--- config.mk ---
export PLATFORM = sky130hd
export DESIGN_NAME = cdb_broadcaster_flat
export DESIGN_NICKNAME = d
export VERILOG_FILES = /design/src/rtl/cdb_if.sv /design/src/rtl/cdb_broadcaster.sv /design/src/flat_wrapper.sv
export SDC_FILE = /design/constraint.sdc
export NUM_CORES = 1
export LEC_CHECK = 0
export ABC_AREA = 1
export CAP_MARGIN = 25
export CORE_UTILIZATION = 45
export CTS_BUF_LIST = sky130_fd_sc_hd__clkbuf_8
export CTS_CLUSTER_DIAMETER = 200
export DETAILED_ROUTE_END_ITERATION = 16
export PLACE_DENSITY = 0.71
export SLEW_MARGIN = 20
export SYNTH_ARGS = -nofsm -noshare
export SYNTH_HDL_FRONTEND = slang
export SYNTH_SLANG_ARGS = --single-unit
--- constraint.sdc ---
create_clock -name clk -period 6.8 [get_ports clk]
set_input_delay 1.7 -clock clk [delete_from_list [all_inputs] [get_ports clk]]
set_output_delay 1.7 -clock clk [all_outputs]
set_load 0.05 [all_outputs]
--- src/rtl/cdb_if.sv ---
// Result path between the functional units and the CDB transmitter,
// plus the registered 4-lane CDB it drives.
interface cdb_if #(
  parameter int NUM_FU = 6
);
  // Handshake: a result moves from FU k into its queue on a posedge where
  // fu_valid[k] && fu_ready[k]. fu_ready comes from registered occupancy only,
  // so a producer that sees it low must hold valid and data until it rises.
  logic [NUM_FU-1:0] fu_valid;
  logic [NUM_FU-1:0] fu_ready;
  logic [3:0]        fu_indices [NUM_FU];
  logic [15:0]       fu_values  [NUM_FU];
  logic [3:0]        cdb_valid;
  logic [3:0]        indices    [4];
  logic [15:0]       new_values [4];
  logic [4:0]        pending_count;

  modport master (
    output fu_valid, fu_indices, fu_values,
    input  fu_ready, cdb_valid, indices, new_values, pending_count
  );

  modport slave (
    input  fu_valid, fu_indices, fu_values,
    output fu_ready, cdb_valid, indices, new_values, pending_count
  );
endinterface

--- src/rtl/cdb_broadcaster.sv ---
// CDB transmitter: per-FU result FIFOs drained by a round-robin arbiter
// onto four registered broadcast lanes.
module cdb_broadcaster #(
  parameter int NUM_FU      = 6,
  parameter int QUEUE_DEPTH = 2
) (
  input logic  clk,
  input logic  reset,
  input logic  flush,
  cdb_if.slave bus
);
  localparam int PW = $clog2(QUEUE_DEPTH);
  localparam int CW = $clog2(QUEUE_DEPTH + 1);
  localparam int FW = $clog2(NUM_FU);

  logic [19:0]       mem    [NUM_FU][QUEUE_DEPTH];
  logic [PW-1:0]     rd_ptr [NUM_FU];
  logic [PW-1:0]     wr_ptr [NUM_FU];
  logic [CW-1:0]     count  [NUM_FU];
  logic [FW-1:0]     rr_ptr;
  logic [FW-1:0]     rr_next;
  logic [NUM_FU-1:0] push;
  logic [NUM_FU-1:0] grant;
  logic [FW-1:0]     lane_fu   [4];
  logic [3:0]        lane_use;
  logic [19:0]       lane_data [4];
  logic [4:0]        pending_sum;

  always_comb begin
    for (int k = 0; k < NUM_FU; k++) begin
      bus.fu_ready[k] = (count[k] < CW'(QUEUE_DEPTH));
    end
    push = bus.fu_valid & bus.fu_ready;
  end

  // Scan from rr_ptr with explicit wrap; only pre-edge occupancy is eligible.
  always_comb begin : arb
    logic [FW:0]   sum;
    logic [FW-1:0] idx;
    logic [2:0]    n;
    grant    = '0;
    lane_use = '0;
    rr_next  = rr_ptr;
    n        = '0;
    sum      = '0;
    idx      = '0;
    for (int l = 0; l < 4; l++) lane_fu[l] = '0;
    for (int i = 0; i < NUM_FU; i++) begin
      sum = {1'b0, rr_ptr} + (FW+1)'(i);
      if (sum >= (FW+1)'(NUM_FU)) sum = sum - (FW+1)'(NUM_FU);
      idx = sum[FW-1:0];
      if (count[idx] != '0 && n < 3'd4) begin
        grant[idx]        = 1'b1;
        lane_fu[n[1:0]]   = idx;
        lane_use[n[1:0]]  = 1'b1;
        n                 = n + 3'd1;
        rr_next           = (idx == FW'(NUM_FU - 1)) ? '0 : idx + 1'b1;
      end
    end
  end

  always_comb begin
    for (int l = 0; l < 4; l++) begin
      lane_data[l] = mem[lane_fu[l]][rd_ptr[lane_fu[l]]];
    end
  end

  always_comb begin
    pending_sum = '0;
    for (int k = 0; k < NUM_FU; k++) pending_sum = pending_sum + 5'(count[k]);
    bus.pending_count = pending_sum;
  end

  // Storage needs no reset; occupancy decides what is live.
  always_ff @(posedge clk) begin
    for (int k = 0; k < NUM_FU; k++) begin
      if (push[k]) mem[k][wr_ptr[k]] <= {bus.fu_indices[k], bus.fu_values[k]};
    end
  end

  always_ff @(posedge clk) begin
    if (reset || flush) begin
      for (int k = 0; k < NUM_FU; k++) begin
        count[k]  <= '0;
        rd_ptr[k] <= '0;
        wr_ptr[k] <= '0;
      end
      for (int l = 0; l < 4; l++) begin
        bus.cdb_valid[l]  <= 1'b0;
        bus.indices[l]    <= '0;
        bus.new_values[l] <= '0;
      end
      if (reset) rr_ptr <= '0;
    end else begin
      for (int k = 0; k < NUM_FU; k++) begin
        if (push[k])  wr_ptr[k] <= wr_ptr[k] + 1'b1;
        if (grant[k]) rd_ptr[k] <= rd_ptr[k] + 1'b1;
        count[k] <= count[k] + CW'(push[k]) - CW'(grant[k]);
      end
      for (int l = 0; l < 4; l++) begin
        bus.cdb_valid[l] <= lane_use[l];
        if (lane_use[l]) begin
          bus.indices[l]    <= lane_data[l][19:16];
          bus.new_values[l] <= lane_data[l][15:0];
        end
      end
      rr_ptr <= rr_next;
    end
  end
endmodule

--- src/flat_wrapper.sv ---
// flat-port wrapper written by rule: the top's interface ports become plain ports
module cdb_broadcaster_flat 
#(
  parameter int NUM_FU      = 6,
  parameter int QUEUE_DEPTH = 2
)
  (clk, reset, flush, bus_fu_valid, bus_fu_indices, bus_fu_values, bus_fu_ready, bus_cdb_valid, bus_indices, bus_new_values, bus_pending_count);
  cdb_if #(.NUM_FU(NUM_FU)) bus_i ();
  input logic clk;
  input logic reset;
  input logic flush;
  input wire logic [$bits(bus_i.fu_valid)-1:0] bus_fu_valid;
  input wire logic [$bits(bus_i.fu_indices)-1:0] bus_fu_indices;
  input wire logic [$bits(bus_i.fu_values)-1:0] bus_fu_values;
  output wire logic [$bits(bus_i.fu_ready)-1:0] bus_fu_ready;
  output wire logic [$bits(bus_i.cdb_valid)-1:0] bus_cdb_valid;
  output wire logic [$bits(bus_i.indices)-1:0] bus_indices;
  output wire logic [$bits(bus_i.new_values)-1:0] bus_new_values;
  output wire logic [$bits(bus_i.pending_count)-1:0] bus_pending_count;
  assign bus_i.fu_valid = bus_fu_valid;
  assign bus_i.fu_indices = {>>{bus_fu_indices}};
  assign bus_i.fu_values = {>>{bus_fu_values}};
  assign bus_fu_ready = bus_i.fu_ready;
  assign bus_cdb_valid = bus_i.cdb_valid;
  assign bus_indices = {>>{bus_i.indices}};
  assign bus_new_values = {>>{bus_i.new_values}};
  assign bus_pending_count = bus_i.pending_count;
  cdb_broadcaster #(.NUM_FU(NUM_FU), .QUEUE_DEPTH(QUEUE_DEPTH)) u_core (.clk(clk), .reset(reset), .flush(flush), .bus(bus_i));
endmodule
# --- Yosys cells after proc, flatten, opt, wreduce, memory -nomap -nowiden ---
# Memory sizes are Yosys's and may differ from the RTL's.
# Cells that the tools add are included.
word_totals:
  latchBits: 0
  mem_bits_ro: 0
  register_bits: 87
  n_memories: 4
  mem_bits_rw: 264
  output_inout_bits: 95
classes:
  n_eq_ne: 7
  order_cmp: 65
  n_mux: 167
  n_bitwise: 44
  multipliers: 0
  n_shift: 0
  n_reduce_logical: 36
  div_mod_pow: 0
  addsub: 50
memory_table:
  columns: ["name", "depth", "width", "rd", "rd_ports_with_merged_regs", "wr", "line", "text"]
  rows:
  - ["u_core.mem", 6, 40, 4, 0, 6, "cdb_broadcaster.sv:16", "logic [19:0] mem [NUM_FU][QUEUE_DEPTH];"]
  - ["u_core.count", 6, 2, 12, 0, 6, "cdb_broadcaster.sv:19", "logic [CW-1:0] count [NUM_FU];"]
  - ["u_core.rd_ptr", 6, 1, 10, 0, 6, "cdb_broadcaster.sv:17", "logic [PW-1:0] rd_ptr [NUM_FU];"]
  - ["u_core.wr_ptr", 6, 1, 6, 0, 6, "cdb_broadcaster.sv:18", "logic [PW-1:0] wr_ptr [NUM_FU];"]
op_table:
  columns: ["op", "count"]
  rows:
  - ["2-to-1 mux 20 bit", 18]
  - ["2-to-1 mux 40 bit", 6]
  - ["demux 20 bit (select 1 bit)", 6]
  - ["2-to-1 mux 3 bit", 30]
  - ["2-to-1 mux 1 bit", 64]
  - ["bitwise mux 12 bit", 5]
  - ["2-to-1 mux 12 bit", 5]
  - ["2-to-1 mux 6 bit", 6]
  - ["demux 3 bit (select 2 bit)", 5]
  - ["OR 6 bit", 5]
  - ["adder 3 x 1 -> 3 bit (second input constant)", 9]
  - ["logical AND 1 bit", 27]
  - ["< comparator 3 x 4 -> 1 bit (second input constant)", 6]
  - ["adder 5 x 2 -> 5 bit", 4]
  - ["greater-or-equal comparator 2 bit (second input constant)", 10]
  - ["greater-or-equal comparator 4 x 3 -> 1 bit (second input constant)", 5]
  - ["2-to-1 mux 4 bit", 5]
  - ["NOT 1 -> 2 bit", 10]
  - ["demux 1 bit (select 3 bit)", 6]
  - ["equality test 3 bit (second input constant)", 6]
  - ["greater-or-equal comparator 3 x 1 -> 1 bit (second input constant)", 6]
  - ["greater-or-equal comparator 3 bit (second input constant)", 6]
  - ["OR 1 bit", 18]
  - ["subtractor 3 bit (second input constant)", 6]
  - ["other kinds (28)", 95]

# --- Logic depth before layout (Yosys ltp) ---
# An unclocked memory read counts as a cell.
logic_depth:
  depth_word: 29
  depth_mapped: 44

# --- Worst setup path after synthesis ---
# No wires, ideal clock.
synth_path:
  path_kind: "reg-to-reg"
  startpoint: "reg u_core.rr_ptr[0]"
  endpoint: "reg u_core.bus.new_values[38]"
  stages_incl_launch_ff: 40
  arrival_ns: 5.650
  n_path_buf: 8
  path_slack_ns: 1.037
  setup_time_ns: 0.113
  period_less_slack_ns: 5.763
  path_cell_list: "edfxtp_1 buf_4 inv_2 clkbuf_1 clkbuf_1 clkbuf_1 ha_1 buf_2 inv_2 nand2_1 nand2_1 nand2_1 o21ai_0 inv_1 nand2_1 nand2_1 buf_2 fa_1 [... 4 more ...] nand2_1 ha_1 inv_1 o211ai_1 nor2_2 nand3_4 nand2_4 nand2_4 buf_6 nand2_2 nand2_1 nand2_1 nand2_2 buf_6 nand2_1 nand3_1 nand2_1 nand2_1"
synth_via:
  elab_chain_len: 29
  word_cells_on_any_way: 130
synth_lines:
  columns: ["element", "line", "text"]
  rows:
  - ["start: declaration", "cdb_broadcaster.sv:20", "logic [FW-1:0] rr_ptr;"]
  - ["start signal: assignment", "cdb_broadcaster.sv:107", "rr_ptr <= rr_next;"]
  - ["subtractor 3 bit / greater-or-equal comparator 3 bit (equally long branches)", "cdb_broadcaster.sv:50", "if (sum >= (FW+1)'(NUM_FU)) sum = sum - (FW+1)'(NUM_FU);"]
  - ["2-to-1 mux 3 bit", "cdb_broadcaster.sv:50", null]
  - ["memory read (6 x 2 bit)", null, null]
  - ["nonzero test 2 bit", "cdb_broadcaster.sv:52", "if (count[idx] != '0 && n < 3'd4) begin"]
  - ["2-to-1 mux 1 bit", "cdb_broadcaster.sv:52", null]
  - ["< comparator 1 x 3 -> 1 bit", "cdb_broadcaster.sv:52, cdb_broadcaster.sv:55", null]
  - ["logical AND 1 bit", "cdb_broadcaster.sv:52", null]
  - ["2-to-1 mux 3 bit", "cdb_broadcaster.sv:52", null]
  - ["[... 11 more ...]", null, null]
  - ["logical AND 1 bit (not written as such)", "cdb_broadcaster.sv:54", "lane_fu[n[1:0]] = idx;"]
  - ["2-to-1 mux 3 bit (not written as such)", "cdb_broadcaster.sv:54", null]
  - ["demux 3 bit (select 2 bit)", "cdb_broadcaster.sv:54", null]
  - ["bitwise mux 12 bit", "cdb_broadcaster.sv:54", null]
  - ["2-to-1 mux 12 bit", "cdb_broadcaster.sv:52", null]
  - ["memory read (6 x 1 bit)", null, null]
  - ["NOT 1 -> 2 bit (not written as such)", "cdb_broadcaster.sv:64", "lane_data[l] = mem[lane_fu[l]][rd_ptr[lane_fu[l]]];"]
  - ["2-to-1 mux 20 bit (not written as such) (3 in a row)", "cdb_broadcaster.sv:64", null]
  - ["end signal: indexed assignment", "cdb_broadcaster.sv:104", "bus.new_values[l] <= lane_data[l][15:0];"]
  - ["end: declaration", "cdb_if.sv:25", "output fu_ready, cdb_valid, indices, new_values, pending_count"]
# Parallel ways exist; a longest one is shown, timed or not. The select of a mux whose other input is x is not followed.
# A chain may end at the register's enable or synchronous reset.

# --- Final worst setup path ---
layout_path:
  startpoint: "reg u_core.rr_ptr[0]"
  endpoint: "reg u_core.bus.indices[13]"
layout_via:
  elab_chain_len: 29
  word_cells_on_any_way: 132
layout_lines:
  columns: ["element", "line", "text"]
  rows:
  - ["subtractor 3 bit / greater-or-equal comparator 3 bit (equally long branches)", "cdb_broadcaster.sv:50", null]
  - ["2-to-1 mux 3 bit", "cdb_broadcaster.sv:50", null]
  - ["memory read (6 x 2 bit)", null, null]
  - ["nonzero test 2 bit", "cdb_broadcaster.sv:52", null]
  - ["2-to-1 mux 1 bit", "cdb_broadcaster.sv:52", null]
  - ["< comparator 1 x 3 -> 1 bit", "cdb_broadcaster.sv:52, cdb_broadcaster.sv:55", null]
  - ["logical AND 1 bit", "cdb_broadcaster.sv:52", null]
  - ["2-to-1 mux 3 bit", "cdb_broadcaster.sv:52", null]
  - ["[... 11 more ...]", null, null]
  - ["logical AND 1 bit (not written as such)", "cdb_broadcaster.sv:54", null]
  - ["2-to-1 mux 3 bit (not written as such)", "cdb_broadcaster.sv:54", null]
  - ["demux 3 bit (select 2 bit)", "cdb_broadcaster.sv:54", null]
  - ["bitwise mux 12 bit", "cdb_broadcaster.sv:54", null]
  - ["2-to-1 mux 12 bit", "cdb_broadcaster.sv:52", null]
  - ["memory read (6 x 1 bit)", null, null]
  - ["NOT 1 -> 2 bit (not written as such)", "cdb_broadcaster.sv:64", null]
  - ["2-to-1 mux 20 bit (not written as such) (3 in a row)", "cdb_broadcaster.sv:64", null]
  - ["end signal: indexed assignment", "cdb_broadcaster.sv:103", "bus.indices[l] <= lane_data[l][19:16];"]
  - ["end: declaration", "cdb_if.sv:25", null]
# Parallel ways exist; a longest one is shown, timed or not. The select of a mux whose other input is x is not followed.

==> reports/qor.yml <==
grt_pass1_wl_mm: 154
yosysWarnings: 0
drive_gt1_frac: 0.0780
cts_hold_buf: 0
cp_slowest_stage_delay_ns: 0.50
hold_class: "flop to flop"
finalNetCount: 4027
synth_top_family_by_area: "simple AND/OR/NAND/NOR gates"
synth_flop_cell: "edfxtp_1"
tightestPinTransition_ns: 0.966
dieArea_sq_mm: 0.0564
portBuffers: 223
ys_async_sr_fraction: 0
grt_max_degree: 79
synth_fa_ha_area_frac: 0.0230
finalWirelength_mm: 104
yosys.area_share.simple: 0.397
die_height_um: 237
grt_usage: 0.366
place_hpwl_mm: 72.8
drt-wirelength-per-cell_um: 22.4
synth_area_leader_cell: "edfxtp_1"
antenna_found_initial: 3
viasPerCell: 5.71
synth.area.mux_share: 0
layout_setup_ws_ns: 0.423
hold_slack_ns: 0.450
syn_nets: 3894
cts_tree: "done"
gr-total-overflow: 0
cts_sinks: 351
relSlewSlack: 0.355
cts-root-buf: "clkbuf_8"
dpl_worst_slack_ns: 0.452
synth_top_area_share: 0.307
min_period_over_period: 0.938
h-tree-depth: 2
synth-edff-count: 255
drcViolationCount: 0
crit_fanout: 59
initial_utilization: 0.459
place_area_sq_mm: 0.0276
drt_first_iter_violations: 3580
clk_pin_slew_ns: 0.06
start_kind: "flop"
cp-end-kind: "flop"
hold_violations: 0
rows: 85
status: "finished, final reports clean"
synth-xor-area-share: 0.00281
cts_buffers: 61
max_freq_mhz: 157
clk_latency_ns: 0.73
synth-seq-cells: 351
worst_ep_arrival_time_ns: 6.96
design_area_sq_mm: 0.0290
postCtsSetupBuffers: 0
synth_cell_types: 49
fin_skew_ns: 0.0475
avgSynthCellArea_sq_um: 6.70
antenna_left: 0
slew_violations: 0
crit_type: "flop to flop"
area_growth_pct: 16.4
fin_tns_setup_ns: 0
synthTopCellsByArea: "edfxtp_1 31%, nand2_1 24%, nand3_1 11%, dfxtp_1 7.7%, inv_1 4.9%"
setup_violations: 0
core-area_sq_mm: 0.0543
synthesis.instances: 3724
dieWidth_um: 237
drt-pass1-iter-count: 8
synth_compound_area_frac: 0.0859
post_cts_resized: 0
seq_area_frac_synth: 0.384
rsz0062_at_grt: "false"
drv_cap: 0
netlist_area_sq_mm: 0.0250
place_congestion: 1.01
via_count: 26600
io_pins: 224
cp_slowest_cell: "clkinvlp_4"
cp_data_required_time_ns: 7.38
grt_pass1_vias: 24300
min_period_ns: 6.38
cp_common_cell: "nand2_1"
ctsLongestPathBuffers: 3
[Yosys cell counts, types with 2 or more instances]
| cell | instances |
|---|---|
| or2_1 | 2 |
| buf_2 | 104 |
| a31oi_1 | 9 |
| nand2_1 | 1592 |
| o31ai_1 | 2 |
| o21ai_1 | 112 |
| buf_4 | 18 |
| o32ai_1 | 2 |
| inv_1 | 325 |
| fa_1 | 8 |
| nand3_4 | 3 |
| nand3_1 | 565 |
| nor2_1 | 54 |
| nand2_2 | 24 |
| nand3_2 | 13 |
| clkinv_1 | 25 |
| nor3_1 | 21 |
| clkbuf_2 | 2 |
| a21oi_1 | 43 |
| o21a_1 | 2 |
| nor2_8 | 2 |
| xor2_1 | 8 |
| nor2_4 | 2 |
| inv_2 | 37 |
| o21ai_0 | 146 |
| o21ai_2 | 2 |
| edfxtp_1 | 255 |
| clkbuf_1 | 77 |
| nor2_2 | 4 |
| buf_6 | 23 |
| buf_1 | 5 |
| dfxtp_1 | 96 |
| ha_1 | 33 |
| nand3b_1 | 3 |
| o211ai_1 | 59 |
| nand2_4 | 17 |
| nand4_1 | 17 |
[state kept, by name, summed over array words and instances (netlist names)]
signal                 cells
u_core.bus.indices        16
u_core.wr_ptr              6
u_core.rr_ptr              3
u_core.rd_ptr              6
u_core.count              12
u_core.bus.cdb_valid       4
u_core.mem               240
u_core.bus.new_values     64
[cell usage in the layout, fill, tap and decap left out, types with 22 or more instances in the layout]
cell / n
o211ai_1: 59
ha_1: 33
nand2_2: 22
clkdlybuf4s50_1: 223
nor2_1: 40
nand2_1: 1590
o21ai_0: 144
dfxtp_1: 96
clkinv_1: 30
inv_1: 332
clkbuf_8: 69
a21oi_1: 41
edfxtp_1: 255
inv_2: 38
o21ai_1: 114
nand3_1: 565
buf_4: 69
[layout make-up]
| cell class | instances | area (sq um) |
|---|---|---|
| clock buffers | 69 | 950 |
| diodes | 1 | 2.50 |
| clock inverters | 46 | 474 |
| flip-flops and latches | 351 | 9580 |
| multi-input cells | 2757 | 12800 |
| repair buffers | 299 | 2870 |
| well taps | 739 | 925 |
| fillers | 5385 | 25300 |
| inverters | 387 | 1460 |
[stage by stage]
| step | std cells | utilization |
|---|---|---|
| finish | 4649 | 0.534 |
| global route | 4649 | 0.534 |
| CTS | 4648 | 0.534 |
| detailed placement | 4533 | 0.508 |
| global placement | 4533 | 0.508 |
| floorplan | 3724 | - |
[path summary, 6_finish.rpt]
path,from,endpoint,slack (ns),cells after the start
min,u_core.bus.new_values[55],u_core.bus.new_values[55],0.45,2
max,u_core.rr_ptr[0],u_core.bus.indices[13],0.42,36
max reg2reg,u_core.rr_ptr[0],u_core.bus.indices[13],0.42,36
min reg2reg,u_core.bus.new_values[55],u_core.bus.new_values[55],0.45,2
[cells by family (layout without fill, tap and decap cells)]
| family | after synthesis | in the layout |
|---|---|---|
| DFF | 351 | 351 |
| other | 0 | 1 |
| xor gates and xnor gates | 8 | 8 |
| buffers and inverters | 616 | 801 |
| AOI/OAI and AO/OA | 385 | 385 |
| and+or+nand+nor | 2323 | 2323 |
| adders and majority gates | 41 | 41 |
[critical path: cells and delay by family (launching register included)]
kind | cells | cell delay (ns)
fa+ha+maj | 3 | 0.86
buf+inv | 7 | 1.39
simple gates | 26 | 3.52
flops | 1 | 0.44
[per-layer routing]
layer | wire, um | global-route usage | vias up
li1 | - | - | 12300
met1 | 40300 | 0.475 | 12100
met2 | 43200 | 0.534 | 1789
met3 | 12200 | 0.0838 | 402
met4 | 8680 | 0.269 | 2
met5 | 13 | 0 | -
Power is not shown: default switching activity piles up to over one toggle a cycle in this logic, so the estimate is an artifact.
